## src/rtl/grade_pkg.sv

```systemverilog
// Shared types and constants for the grade sequencer.
package grade_pkg;

  localparam int GRADE_W    = 19;
  localparam int GRADE_ROWS = 4;
  localparam int GRADE_COLS = 4;
  localparam int GRADE_NW   = GRADE_ROWS * GRADE_COLS;

  typedef enum logic [1:0] {
    IDLE  = 2'd0,
    ISSUE = 2'd1,
    DRAIN = 2'd2,
    DONE  = 2'd3
  } state_t;

  typedef logic [1:0] row_t;

endpackage

```

## src/rtl/grade_wbank.sv

```systemverilog
// 16-entry weight register file: one IDLE-gated write port, one
// combinational read port returning a whole row of four weights.
module grade_wbank
  import grade_pkg::*;
#(
  parameter int W = GRADE_W
) (
  input  logic                clk,
  input  logic                rst,
  input  logic                idle,
  input  logic                we,
  input  logic [3:0]          waddr,
  input  logic signed [W-1:0] wdata,
  input  row_t                rrow,
  output logic signed [W-1:0] rw0,
  output logic signed [W-1:0] rw1,
  output logic signed [W-1:0] rw2,
  output logic signed [W-1:0] rw3
);

  logic signed [W-1:0] mem [GRADE_NW];

  // Weight storage; writes land only while the sequencer is idle.
  // NOTE: this is a small flop array, not a RAM macro, so every entry
  // gets a reset value; a RAM-inferred memory would have no reset.
  always_ff @(posedge clk or posedge rst) begin
    if (rst) begin
      for (int i = 0; i < GRADE_NW; i++) mem[i] <= '0;
    end else if (we && idle) begin
      mem[waddr] <= wdata;
    end
  end

  assign rw0 = mem[{rrow, 2'd0}];
  assign rw1 = mem[{rrow, 2'd1}];
  assign rw2 = mem[{rrow, 2'd2}];
  assign rw3 = mem[{rrow, 2'd3}];

endmodule

```

## src/rtl/grade_sched.sv

```systemverilog
// Time-shares one external pipelined weighted-average row engine across
// the four grade rows of a sample. ENG_LAT legal range is 1..15.
// Optional zero-weight-sum detection: define GRADE_DIVZ_CHECK_EN.
module grade_sched
  import grade_pkg::*;
#(
  parameter int W       = GRADE_W,
  parameter int ENG_LAT = 3
) (
  input  logic                clk,
  input  logic                rst,
  input  logic                in_valid,
  output logic                in_ready,
  input  logic signed [W-1:0] in_a,
  input  logic signed [W-1:0] in_b,
  input  logic signed [W-1:0] in_c,
  input  logic signed [W-1:0] in_d,
  input  logic                cfg_we,
  input  logic [3:0]          cfg_addr,
  input  logic signed [W-1:0] cfg_wdata,
  output logic                cfg_err,
  output logic                eng_valid,
  output logic signed [W-1:0] eng_a,
  output logic signed [W-1:0] eng_b,
  output logic signed [W-1:0] eng_c,
  output logic signed [W-1:0] eng_d,
  output logic signed [W-1:0] eng_wa,
  output logic signed [W-1:0] eng_wb,
  output logic signed [W-1:0] eng_wc,
  output logic signed [W-1:0] eng_wd,
  input  logic signed [W-1:0] eng_g,
  output logic                out_valid,
  input  logic                out_ready,
  output logic signed [W-1:0] g1,
  output logic signed [W-1:0] g2,
  output logic signed [W-1:0] g3,
  output logic signed [W-1:0] g4,
  output logic [3:0]          err_divz,
  output logic                busy
);

  state_t state, state_nxt;
  row_t   r;

  logic [ENG_LAT-1:0] tag_v;
  row_t [ENG_LAT-1:0] tag_row;
  logic               tag_out_v;
  row_t               tag_out_row;
  logic signed [W-1:0] cap_val;
  logic               accept;

  assign accept      = in_valid && in_ready;
  assign tag_out_v   = tag_v[ENG_LAT-1];
  assign tag_out_row = tag_row[ENG_LAT-1];

  grade_wbank #(.W(W)) u_wbank (
    .clk   (clk),
    .rst   (rst),
    .idle  (state == IDLE),
    .we    (cfg_we),
    .waddr (cfg_addr),
    .wdata (cfg_wdata),
    .rrow  (r),
    .rw0   (eng_wa),
    .rw1   (eng_wb),
    .rw2   (eng_wc),
    .rw3   (eng_wd)
  );

  // State register.
  // NOTE: every clocked block uses non-blocking assignments so all flops
  // update together from pre-edge values, independent of block order.
  always_ff @(posedge clk or posedge rst) begin
    if (rst) state <= IDLE;
    else     state <= state_nxt;
  end

  // Next-state logic: issue four rows, drain until row 3 is captured, hold.
  // NOTE: state_nxt is defaulted before the case so no path leaves it
  // unassigned, which would otherwise infer a latch.
  always_comb begin
    state_nxt = state;
    case (state)
      IDLE:  if (in_valid) state_nxt = ISSUE;
      ISSUE: if (r == 2'd3) state_nxt = DRAIN;
      DRAIN: if (tag_out_v && tag_out_row == 2'd3) state_nxt = DONE;
      DONE:  if (out_ready) state_nxt = IDLE;
      default: state_nxt = IDLE;
    endcase
  end

  // Handshake and status outputs decoded from the current state.
  always_comb begin
    in_ready  = 1'b0;
    eng_valid = 1'b0;
    out_valid = 1'b0;
    busy      = 1'b1;
    case (state)
      IDLE:  begin in_ready = 1'b1; busy = 1'b0; end
      ISSUE: eng_valid = 1'b1;
      DRAIN: ;
      DONE:  out_valid = 1'b1;
      default: ;
    endcase
  end

  // Row counter: steps through rows while issuing, parked at 0 otherwise.
  always_ff @(posedge clk or posedge rst) begin
    if (rst)                 r <= '0;
    else if (state == ISSUE) r <= r + 2'd1;
    else                     r <= '0;
  end

  // Sample operands are captured on accept and held for all four issues.
  always_ff @(posedge clk or posedge rst) begin
    if (rst) begin
      eng_a <= '0;
      eng_b <= '0;
      eng_c <= '0;
      eng_d <= '0;
    end else if (accept) begin
      eng_a <= in_a;
      eng_b <= in_b;
      eng_c <= in_c;
      eng_d <= in_d;
    end
  end

  // Tag pipe tracks which row's result appears on eng_g, ENG_LAT cycles on.
  always_ff @(posedge clk or posedge rst) begin
    if (rst) begin
      tag_v   <= '0;
      tag_row <= '0;
    end else begin
      tag_v[0]   <= eng_valid;
      tag_row[0] <= r;
      for (int i = 1; i < ENG_LAT; i++) begin
        tag_v[i]   <= tag_v[i-1];
        tag_row[i] <= tag_row[i-1];
      end
    end
  end

  // Result capture: the exiting tag steers eng_g into its grade register.
  always_ff @(posedge clk or posedge rst) begin
    if (rst) begin
      g1 <= '0;
      g2 <= '0;
      g3 <= '0;
      g4 <= '0;
    end else if (tag_out_v) begin
      case (tag_out_row)
        2'd0: g1 <= cap_val;
        2'd1: g2 <= cap_val;
        2'd2: g3 <= cap_val;
        2'd3: g4 <= cap_val;
        default: ;
      endcase
    end
  end

  // Config writes outside IDLE are dropped and flagged for one cycle.
  always_ff @(posedge clk or posedge rst) begin
    if (rst) cfg_err <= 1'b0;
    else     cfg_err <= cfg_we && (state != IDLE);
  end

`ifdef GRADE_DIVZ_CHECK_EN
  logic signed [W+1:0] row_sum;

  // Weight sum of the row being issued, widened so it cannot overflow.
  assign row_sum = {{2{eng_wa[W-1]}}, eng_wa} + {{2{eng_wb[W-1]}}, eng_wb}
                 + {{2{eng_wc[W-1]}}, eng_wc} + {{2{eng_wd[W-1]}}, eng_wd};

  // Per-row zero-sum flags: cleared on a new sample, set at issue.
  always_ff @(posedge clk or posedge rst) begin
    if (rst)                          err_divz <= '0;
    else if (accept)                  err_divz <= '0;
    else if (eng_valid && row_sum == '0) err_divz[r] <= 1'b1;
  end

  // A flagged row is forced to zero instead of taking the engine result.
  always_comb begin
    cap_val = eng_g;
    if (err_divz[tag_out_row]) cap_val = '0;
  end
`else
  assign err_divz = 4'b0;
  assign cap_val  = eng_g;
`endif

endmodule

```

## config.mk

```make
export PLATFORM = sky130hd
export DESIGN_NAME = grade_sched
export DESIGN_NICKNAME = d
export VERILOG_FILES = /design/src/rtl/grade_pkg.sv /design/src/rtl/grade_wbank.sv /design/src/rtl/grade_sched.sv
export SDC_FILE = /design/constraint.sdc
export NUM_CORES = 1
export LEC_CHECK = 0
export ABC_AREA = 1
export CAP_MARGIN = 0
export CORE_ASPECT_RATIO = 1.75
export CORE_MARGIN = 5
export CORE_UTILIZATION = 35
export CTS_CLUSTER_SIZE = 8
export DETAILED_ROUTE_END_ITERATION = 6
export SLEW_MARGIN = 5
export SYNTH_ARGS = -nofsm -noshare
export SYNTH_HDL_FRONTEND = slang
export SYNTH_SLANG_ARGS = --single-unit
export TNS_END_PERCENT = 100
```

## constraint.sdc

```tcl
create_clock -name clk -period 27.2 [get_ports clk]
set_input_delay 5.44 -clock clk [delete_from_list [all_inputs] [get_ports clk]]
set_output_delay 5.44 -clock clk [all_outputs]
set_load 0.02 [all_outputs]
```

==> results of run 1 <==
-- registers in the layout (all words and copies together) (netlist names), 3 cells and up --
| name | count |
|---|---|
| eng_c | 19 |
| eng_d | 19 |
| g2 | 19 |
| u_wbank.mem | 304 |
| tag_v | 3 |
| eng_b | 19 |
| eng_a | 19 |
| tag_row | 4 |
| g3 | 19 |
| g1 | 19 |
| g4 | 19 |
-- final timing paths --
path | start | to | slack, ps | cells after the start
setup / recovery | r[0] | eng_wa[3] | 17640 | 5
hold / removal | tag_v[1] | tag_v[2] | 350 | 0
setup reg to reg | state[0] | u_wbank.mem[139] | 24920 | 8
hold reg to reg | tag_v[1] | tag_v[2] | 350 | 0
max in group asynchronous | rst | u_wbank.mem[239] | 19540 | 4
min in group asynchronous | rst | u_wbank.mem[120] | 5380 | 2
-- per-layer routing --
| metal | GRT usage, % | part of all wire (%) |
|---|---|---|
| met1 | 22.4 | 39 |
| met2 | 33.6 | 51 |
| met3 | 4.95 | 7.0 |
| met4 | 6.68 | 3.1 |
| met5 | 0 | 0.056 |
-- power groups by stage --
stage,clock [uW],combinational (uW),sequential [uW]
after floorplan,0,640,1320
after CTS,780,1390,1220
final,757,1360,1220
after detailed placement,0,1380,1230
after global routing,807,1490,1260
after global placement,0,1360,1210
-- per-stage QoR --
step           std cells  hold slack, ps
2_1_floorplan       1963             331
3_3_place_gp        2876             332
3_5_place_dp        2876             343
4_1_cts             2954             353
5_1_grt             2954             363
6_report            2954             351
-- Yosys cell counts --
cell / count
ha_1: 5
o22ai_1: 76
clkbuf_2: 2
nand2_4: 1
o21ai_1: 24
nor2_1: 161
nor2_4: 4
conb_1: 1
o21ai_0: 508
nand2_1: 413
mux2_2: 76
buf_2: 43
inv_1: 55
clkbuf_1: 86
buf_6: 22
nand2_2: 1
dfrtp_1: 470
nand3_1: 4
or2_2: 1
buf_4: 7
-- critical path, cell delays in order, from the launching register on --
cell and delay (ps):
dfrtp_4 820, inv_4 580, buf_4 830, o21ai_0 170, o22ai_1 340, clkdlybuf4s50_1 680
-- cell families (layout without fill, tap and decap cells) --
logic type | count (synthesis) | count (layout) | share of synthesized area (%)
buf+inv | 215 | 516 | 5.52
compound gates | 608 | 608 | 16.4
other cells | 1 | 4 | 0.0196
fa+ha+maj | 5 | 5 | 0.327
flops | 470 | 470 | 61.5
simple gates | 585 | 585 | 11.7
mux | 76 | 76 | 4.48
-- cell type report --
cell class / instances / area [um2]
clock inverter: 6 / 104
clock buffer: 72 / 1750
timing repair buffer: 383 / 3780
multi-input combinational: 1278 / 6320
tap: 690 / 863
sequential: 470 / 11800
inverter: 55 / 218
fill: 5120 / 29400
==> flow_summary.json, run 1 <==
{
  "first_pass_iters": 5,
  "rows": 113,
  "die_area_um2": 59600,
  "grt.total_usage_pct": 19.0,
  "power_frac_comb_pct": 40.8,
  "cts_sinks": 470,
  "place_congestion": 0.769,
  "start_kind": "flip-flop",
  "place_ws_ps": 18230,
  "hold_path_class": "flip-flop to flip-flop",
  "outcome": "finished, final reports clean",
  "ys_seq_elements": 470,
  "syn_area_per_cell_um2": 9.75,
  "cts_root_buf": "clkbuf_16",
  "syn_inst": 1960,
  "relSlewSlack_pct": 30.1,
  "overflow": 0,
  "post_cts_buffers": 0,
  "cts_max_level": 3,
  "ant_nets": 0,
  "cts-buffers-inserted": 68,
  "internal_power_uw": 2100,
  "hold_viol": 0,
  "setup_tns_ps": 0,
  "max_slew.worst_pin.slew_ps": 1050,
  "die_w_um": 187,
  "max_freq_mhz": 105,
  "drt_iter0_drc": 1025,
  "netlist_area_um2": 19100,
  "p_seq_share_pct": 36.6,
  "synth_warnings": 0,
  "critPathRequiredTime_ps": 21760,
  "ctsHoldBuffers": 0,
  "p_leak_uw": 0.0112,
  "final_net_count": 2384,
  "critPathCaptureType": "output port",
  "switchingPower_uw": 1240,
  "cts_resized": 0,
  "ys_seq_area_share_pct": 61.5,
  "period_share_pct": 35.1,
  "core_area_um2": 54200,
  "pwr-share-clk_pct": 22.6,
  "wirelength_um": 57500,
  "final_cell_area_um2": 24800,
  "die_h_um": 319,
  "initial_core_util_pct": 35.3,
  "viasPerCell": 5.11,
  "path_max_fanout": 98,
  "syn2layout_area_growth_pct": 29.7,
  "final_cell_mix": "o21ai_0 (508), dfrtp_1 (468), nand2_1 (412)",
  "grt_pass1_vias": 15457,
  "worstSkewPairLatency_ps": 590,
  "drc": 0,
  "dp_hpwl_um": 36600,
  "power_density_nw_per_um2": 135,
  "path_class": "flip-flop to output port",
  "grt_pass1_wl_um": 90800,
  "drv_cap": 0,
  "synth_area_leaders": "dfrtp_1 (62%), o21ai_0 (13%), nand2_1 (8.1%)",
  "ys_types": 20,
  "final_core_util_pct": 45.8,
  "setup-violations-final": 0,
  "fin_worst_skew_ps": 20.3,
  "setup_ws_ps": 17640,
  "yosysTopAreaCell": "dfrtp_1",
  "cts_tree": "yes",
  "min_period_ps": 9560,
  "clk_pin_slew_ps": 50,
  "ios": 360,
  "drive_above_1_share_pct": 8.52,
  "arrival_ps": 4120,
  "place_area_um2": 22900,
  "switching_share_pct": 37.2,
  "rsz0062_at_grt": "false",
  "slew_viol_final": 0,
  "cts_max_path_buffers": 3,
  "netlist.area_leader.share_pct": 61.5,
  "vias": 15082,
  "ir_drop_mv": 0.0682,
  "grt_max_degree": 167,
  "p_total_uw": 3340,
  "num_antenna_cells": 0,
  "antenna_found_initial": 2,
  "io_buffers": 355,
  "final_common_cell": "o21ai_0",
  "routedWlPerCell_um": 19.5
}
Power figures use the tool's default switching activity.
==> run 2: changes to the inputs <==
==> constraint.sdc (replaced) <==
create_clock -name clk -period 9.3 [get_ports clk]
set_input_delay 1.86 -clock clk [delete_from_list [all_inputs] [get_ports clk]]
set_output_delay 1.86 -clock clk [all_outputs]
set_load 0.02 [all_outputs]
==> run 2 against run 1 <==
Wire length decreased by 0.35%. Clock power increased to 2.8 times the previous value. Die area did not move. Sequential power increased to 2.9 times the previous value. Flip-flop and latch count unchanged. Register-to-register slack got worse by 18000 ps. Critical path type unchanged. Critical endpoint is now eng_wa[0]. Highest routed layer unchanged.
==> flow_summary.json, run 2 (same netlist as run 1, synthesis figures left out) <==
{
  "io_buffers": 355,
  "drc": 0,
  "final_cell_area_um2": 24700,
  "grt.total_usage_pct": 18.9,
  "final_cell_mix": "o21ai_0 (508), dfrtp_1 (468), nand2_1 (412)",
  "arrival_ps": 4030,
  "critPathRequiredTime_ps": 7440,
  "use_met3_pct": 5.07,
  "final_net_count": 2383,
  "slowest_stage": "buf_4",
  "clk_pin_slew_ps": 50,
  "hold_path_class": "flip-flop to flip-flop",
  "setup-violations-final": 0,
  "cp_slowest_stage_delay_ps": 810,
  "grt_use_met1_pct": 22.1,
  "outcome": "finished, final reports clean",
  "dp_cells": 2875,
  "worstSkewPairLatency_ps": 580,
  "path_max_fanout": 92,
  "first_pass_iters": 5,
  "place_congestion": 0.803,
  "die_w_um": 187,
  "overflow": 0,
  "cts_max_level": 3,
  "max_freq_mhz": 170,
  "min_period_ps": 5890,
  "fin_worst_skew_ps": 22.8,
  "grt_pass1_wl_um": 90300,
  "place_area_um2": 22900,
  "slew_viol_final": 0,
  "core_area_um2": 54200,
  "cts_root_buf": "clkbuf_16",
  "start_kind": "flip-flop",
  "max_slew.worst_pin.slew_ps": 1110,
  "rows": 113,
  "whs_ps": 346,
  "num_antenna_cells": 0,
  "top_usage_layer": "met2",
  "cts_sinks": 470,
  "crit_chain": "inv_4 -> buf_4 -> o21ai_0 -> o22ai_1 -> clkdlybuf4s50_1",
  "post_cts_buffers": 0,
  "cts-buffers-inserted": 68,
  "grt_max_degree": 170,
  "stdcell_count": 2953,
  "ir_drop_mv": 0.226,
  "die_area_um2": 59600,
  "setup_tns_ps": 0,
  "ant_nets": 0,
  "drive_above_1_share_pct": 8.40,
  "drt_iter0_drc": 1276,
  "final_common_cell": "o21ai_0",
  "ios": 360,
  "largest_reg_flops": 304,
  "relSlewSlack_pct": 25.8,
  "routedWlPerCell_um": 19.4,
  "grt_pass1_vias": 15631,
  "vias": 15106,
  "rsz0062_at_grt": "false",
  "power_density_nw_per_um2": 392,
  "cts_max_path_buffers": 3,
  "path_class": "flip-flop to output port",
  "period_share_pct": 63.4,
  "viasPerCell": 5.12,
  "syn2layout_area_growth_pct": 29.3,
  "die_h_um": 319,
  "drv_cap": 0,
  "hold_viol": 0,
  "initial_core_util_pct": 35.3,
  "critPathCaptureType": "output port",
  "regMostFlops": "u_wbank.mem",
  "cts_resized": 0,
  "use_met2_pct": 33.2,
  "cts_tree": "yes",
  "p_leak_uw": 0.0111,
  "ctsHoldBuffers": 0,
  "dp_hpwl_um": 37300,
  "antenna_found_initial": 2,
  "p_total_uw": 9690,
  "wirelength_um": 57300
}
[run 2: changes by cell type in the layout (fill, tap and decap cells not counted), moves of 2 or more]
cell / before / now
buf_4: 27 / 25
clkbuf_1: 2 / 4
inv_16: 2 / 0
inv_6: 2 / 5
[run 2: worst paths after layout]
kind / start / to / slack [ps] / depth (start not counted)
min in group asynchronous: rst / u_wbank.mem[6] / 1810 / 2
worst min register to register: tag_row[0] / tag_row[2] / 350 / 0
max in group asynchronous: rst / eng_a[9] / 5420 / 4
worst max register to register: state[0] / eng_c[15] / 6950 / 4
worst min-delay path: tag_row[0] / tag_row[2] / 350 / 0
worst max-delay path: r[0] / eng_wa[0] / 3410 / 5
[run 2: per-stage QoR]
step                utilization (%)  setup WS [ps]
floorplan                         -           1080
global placement               42.4           4020
detailed placement             42.4           3980
CTS                            45.7           3340
global route                   45.7           3150
finish                         45.7           3410
[run 2: final cells by class]
| type | instances | area (um2) |
|---|---|---|
| Inverter | 55 | 213 |
| Multi-Input combinational cell | 1278 | 6320 |
| Tap cell | 690 | 863 |
| Fill cell | 5090 | 29400 |
| Clock inverter | 6 | 60.1 |
| Sequential cell | 470 | 11800 |
| Clock buffer | 72 | 1720 |
| Timing Repair Buffer | 382 | 3780 |
[run 2: critical path: cells and delay by family (launching register included)]
family	cells	cell delay, ps
flops	1	760
compound gates	2	490
buf+inv	3	2060
[run 2: per-layer routing]
layer,wire length (um),vias up
met4,1720,2
met3,3930,96
li1,-,7082
met2,28800,576
met5,20,-
met1,22900,7350
[run 2: where the power goes]
| part | switching [uW] | total, uW | internal (uW) |
|---|---|---|---|
| clock network | 852 | 2150 | 1290 |
| registers | 551 | 3570 | 3020 |
| logic | 2180 | 3970 | 1790 |
==> edit 1, RTL diff (flow settings as in run 2) <==
The option `GRADE_DIVZ_CHECK_EN` is turned on by a define.
--- a/src/rtl/grade_sched.sv
+++ b/src/rtl/grade_sched.sv
@@ -1,6 +1,8 @@
 // Time-shares one external pipelined weighted-average row engine across
 // the four grade rows of a sample. ENG_LAT legal range is 1..15.
 // Optional zero-weight-sum detection: define GRADE_DIVZ_CHECK_EN.
+`define GRADE_DIVZ_CHECK_EN
+
 module grade_sched
   import grade_pkg::*;
 #(
Function: changed (Yosys sat finds a counterexample within 4 cycles, from zero or initial values and one cycle with rst high).
==> edit 1 against run 2 <==
Count of clock-buffer cells in the layout grew 1; synthesized area grew 11%; sequential cell count grew 4; utilization shrank 0.30 points; cell area grew 11%; worst setup slack lost 0.32 ns; global-route usage grew 2.9 points; synthesized cell count grew 26%; first-iteration DRC count grew 1.3%; wire length grew 28%; final cell count grew 20%.
Power is not shown: default switching activity piles up to over one toggle a cycle in this logic, so the estimate is an artifact.
==> edit 1: results (changes against run 2) <==
Worst setup path
  – Arrival time worst endpoint: 4.36 ns (+0.33 ns)
  – Reg2Reg Depth: 22 (+18)
  – Reg2reg start: r[0]
  – Flop-to-flop setup slack: 3.47 ns (-3.48 ns)

Logic synthesis
  – Synth Area in Compound Gates: 15.5% (-0.93 points)
  – Top cells by count, synth: 787 x nand2_1, 522 x o21ai_0, 474 x dfrtp_1
  – Mux cell area share after synthesis: 0% (-4.5 points)
  – Synth Area in Adders: 5.31% (+5.0 points)
  – Sequential share of the synthesized area: 55.7% (-5.9 points)
  – Synth top area cells: dfrtp_1 56%, nand2_1 14%, o21ai_0 12%

Global route
  – Antenna violations before repair: 1 (-1)
  – First-pass GRT wire length: 111 mm (+23%)
  – Total Routing Usage GR: 21.7% (+2.9 points)
  – Largest net degree at the start of global routing: 169 (-0.59%)
  – Vias in the first global route: 18200 (+16%)

Finish
  – Final net count: 2948 (+24%)
  – Fillcell total: 5868 (+15%)
  – Layout cell share with drive strength beyond 1: 4.66% (-3.7 points)

Clock tree
  – Clock Latency Late Sink: 0.59 ns
  – CTS Buf Count: 69 (+1.5%)
  – Reg clk slew, reported paths: 0.05 ns (about the same)

Place
  – GP Congestion: 0.904 (+13%)
  – Post-DP HPWL: 50.7 mm (+36%)
  – Port Buffers: 359 (+1.1%)

Drt
  – Routed vias: 18400 (+22%)
  – WL/cell: 20.7 um (+6.5%)

STA
  – Fmax: 161 MHz (-5.2%)
  – Slew headroom: 26.5% (+0.65 points)
  – Final hold slack: 0.345 ns (-0.00159 ns)

Status
  – Status: finished, final reports clean
-- edit 1: cell types whose count changed in the layout (fill, tap and decap cells not counted), moves of 14 or more --
| cell | run 2 | this run |
|---|---|---|
| mux2_2 | 76 | 0 |
| inv_1 | 52 | 110 |
| o21ai_0 | 508 | 522 |
| a21oi_1 | 0 | 27 |
| ha_1 | 5 | 28 |
| nand2_1 | 412 | 779 |
| o21ai_1 | 24 | 0 |
| fa_1 | 0 | 39 |
| nand3_1 | 4 | 36 |
-- edit 1: metrics by stage --
step | cells | util (%)
finish | 3555 | 45.4
CTS | 3553 | 45.3
global route | 3554 | 45.3
floorplan | 2470 | -
detailed placement | 3473 | 42.3
global placement | 3473 | 42.3
-- edit 1: layout make-up --
type                    count  share of cell area [%]
flip-flops and latches    474                    43.4
multi-input cells        1715                    30.7
repair buffers            383                    13.8
clock buffers              73                    6.45
well taps                 786                    3.60
inverters                 115                    1.60
clock inverters             7                   0.366
diodes                      2                  0.0183
-- edit 1: worst max-delay path by stage --
stage                     from           to
after global placement    r[0]  err_divz[2]
after global routing      r[0]   eng_wd[18]
final                     r[0]   eng_wd[18]
after CTS                 r[0]   eng_wd[18]
after floorplan            rst      cfg_err
after detailed placement  r[0]  err_divz[1]
-- edit 1: layer usage --
metal | wire (um) | GRT usage, % | share of wire (%) | up-vias
met5 | 0 | 0 | 0 | -
met4 | 2840 | 9.31 | 3.9 | 0
met3 | 5800 | 4.43 | 7.9 | 126
met2 | 37600 | 39.0 | 51 | 779
met1 | 27300 | 25.1 | 37 | 8915
li1 | - | - | - | 8585
==> edit 2, RTL diff (settings of run 2) <==
Made on the original files. The output `cfg_err` loses its register stage (`cfg_err` becomes a continuous assignment).
--- a/src/rtl/grade_sched.sv
+++ b/src/rtl/grade_sched.sv
@@ -160,10 +160,7 @@
   end
 
   // Config writes outside IDLE are dropped and flagged for one cycle.
-  always_ff @(posedge clk or posedge rst) begin
-    if (rst) cfg_err <= 1'b0;
-    else     cfg_err <= cfg_we && (state != IDLE);
-  end
+  assign cfg_err = cfg_we && (state != IDLE);
 
 `ifdef GRADE_DIVZ_CHECK_EN
   logic signed [W+1:0] row_sum;
Function: changed (Yosys sat finds a counterexample within 4 cycles, from zero or initial values and one cycle with rst high).
==> edit 2 against run 2 <==
Count of clock-buffer cells in the layout fell by 1; power barely moved; synthesized area fell by 0.13%; non-clock buffer count did not move; critical endpoint is now eng_wa[1]; highest routed layer is now met4; largest cell class unchanged; sequential cell count fell by 1; wire length fell by 2.1%; via count fell by 0.70%; global-route usage fell by 0.52 points; maximum frequency rose by 7.0%; cell area barely moved; sequential share of layout area fell by 0.11 points; clock skew fell by 0.00070 ns; worst setup slack improved by 0.39 ns.
==> edit 2: results (changes against run 2) <==
Place
  – Placed cell count: 2874 (-0.035%)
  – GP Congestion: 0.774 (-3.7%)
  – Placed instance area: 22900 um2 (about the same)
  – Setup WS pre-CTS: 4.29 ns (+0.318 ns)
  – Post-DP HPWL: 35.2 mm (-5.5%)

Logic synthesis
  – Cells after Synth: 1959 (-0.051%)
  – Sequential share of the synthesized area: 61.5% (about the same)
  – Mux cell area share after synthesis: 4.48% (+0.0059 points)
  – Post-Synth XOR/XNOR Area: 0% (unchanged)
  – Synth Area in Compound Gates: 16.4% (+0.022 points)
  – Synth top area cells: dfrtp_1 61%, o21ai_0 13%, nand2_1 8.1%
  – Synth Area in Adders: 0.328% (+0.00043 points)
  – Top cells by count, synth: 508 x o21ai_0, 469 x dfrtp_1, 413 x nand2_1

Worst setup path
  – Arrival time worst endpoint: 3.65 ns (-0.38 ns)
  – Flop-to-flop setup slack: 6.77 ns (-0.18 ns)
  – Reg2reg end: state[0]
  – Slowest-stage cell, CP: inv_6
  – Reg2Reg Depth: 7 (+3)
  – Worst-path fanout max: 152 (+65%)
  – Critical path endpoint: eng_wa[1]
  – Max incr delay on CP: 0.90 ns (+0.09 ns)

Drt
  – WL/cell: 19.0 um (-2.0%)
  – Starting DRT DRC Count: 1121 (-12%)
  – Via/cell ratio: 5.09 (-0.59%)
  – Routed vias: 15000 (-0.70%)

Global route
  – Largest net degree at the start of global routing: 164 (-3.5%)
  – Antenna violations before repair: 1 (-1)
  – Total Routing Usage GR: 18.3% (-0.52 points)
  – First-pass GRT wire length: 88.1 mm (-2.4%)

Finish
  – Final net count: 2382 (-0.042%)
  – Layout cell share with drive strength beyond 1: 8.41% (+0.011 points)
  – Biggest register: u_wbank.mem

Status
  – Status: finished, final reports clean

STA
  – Worst-margin pin slew: 1.18 ns (+0.0680 ns)
  – Final hold slack: 0.342 ns (-0.00493 ns)
  – Fin crit share: 59.2% (-4.2 points)
  – Worst setup skew after layout: 0.0221 ns (-0.000700 ns)

Clock tree
  – Resized cells post-CTS: 0 (unchanged)
  – Bufs on Longest Clock Path: 3 (unchanged)

Power and ir drop
  – Leakage: 11.1 nW (about the same)
  – Maximum VDD drop: 0.000213 V (-5.7%)

Worst hold path
  – Hold WC Path Type: register to register
==> edit 2: routing by layer <==
layer,vias to the layer above,GRT usage [%],wire length [um]
met1,7269,21.5,22400
met5,-,0,0
met4,0,6.24,1680
met3,94,5.07,4070
met2,560,32.3,28000
li1,7078,-,-
==> edit 2: power breakdown <==
group          internal (mW)  switching [mW]
combinational           1.79            2.19
sequential              3.02           0.531
clock                   1.31           0.858
==> edit 2: layout make-up <==
| cell class | instances | area [um2] |
|---|---|---|
| Fill cell | 5116 | 29400 |
| Sequential cell | 469 | 11700 |
| Multi-Input combinational cell | 1278 | 6320 |
| Timing Repair Buffer | 382 | 3780 |
| Clock buffer | 71 | 1730 |
| Tap cell | 690 | 863 |
| Inverter | 55 | 216 |
| Clock inverter | 5 | 66.3 |
==> edit 2: cell families after synthesis <==
group / Yosys count
flops: 469
other cells: 1
compound gates: 608
simple gates: 585
mux: 76
fa+ha+maj: 5
buf+inv: 215
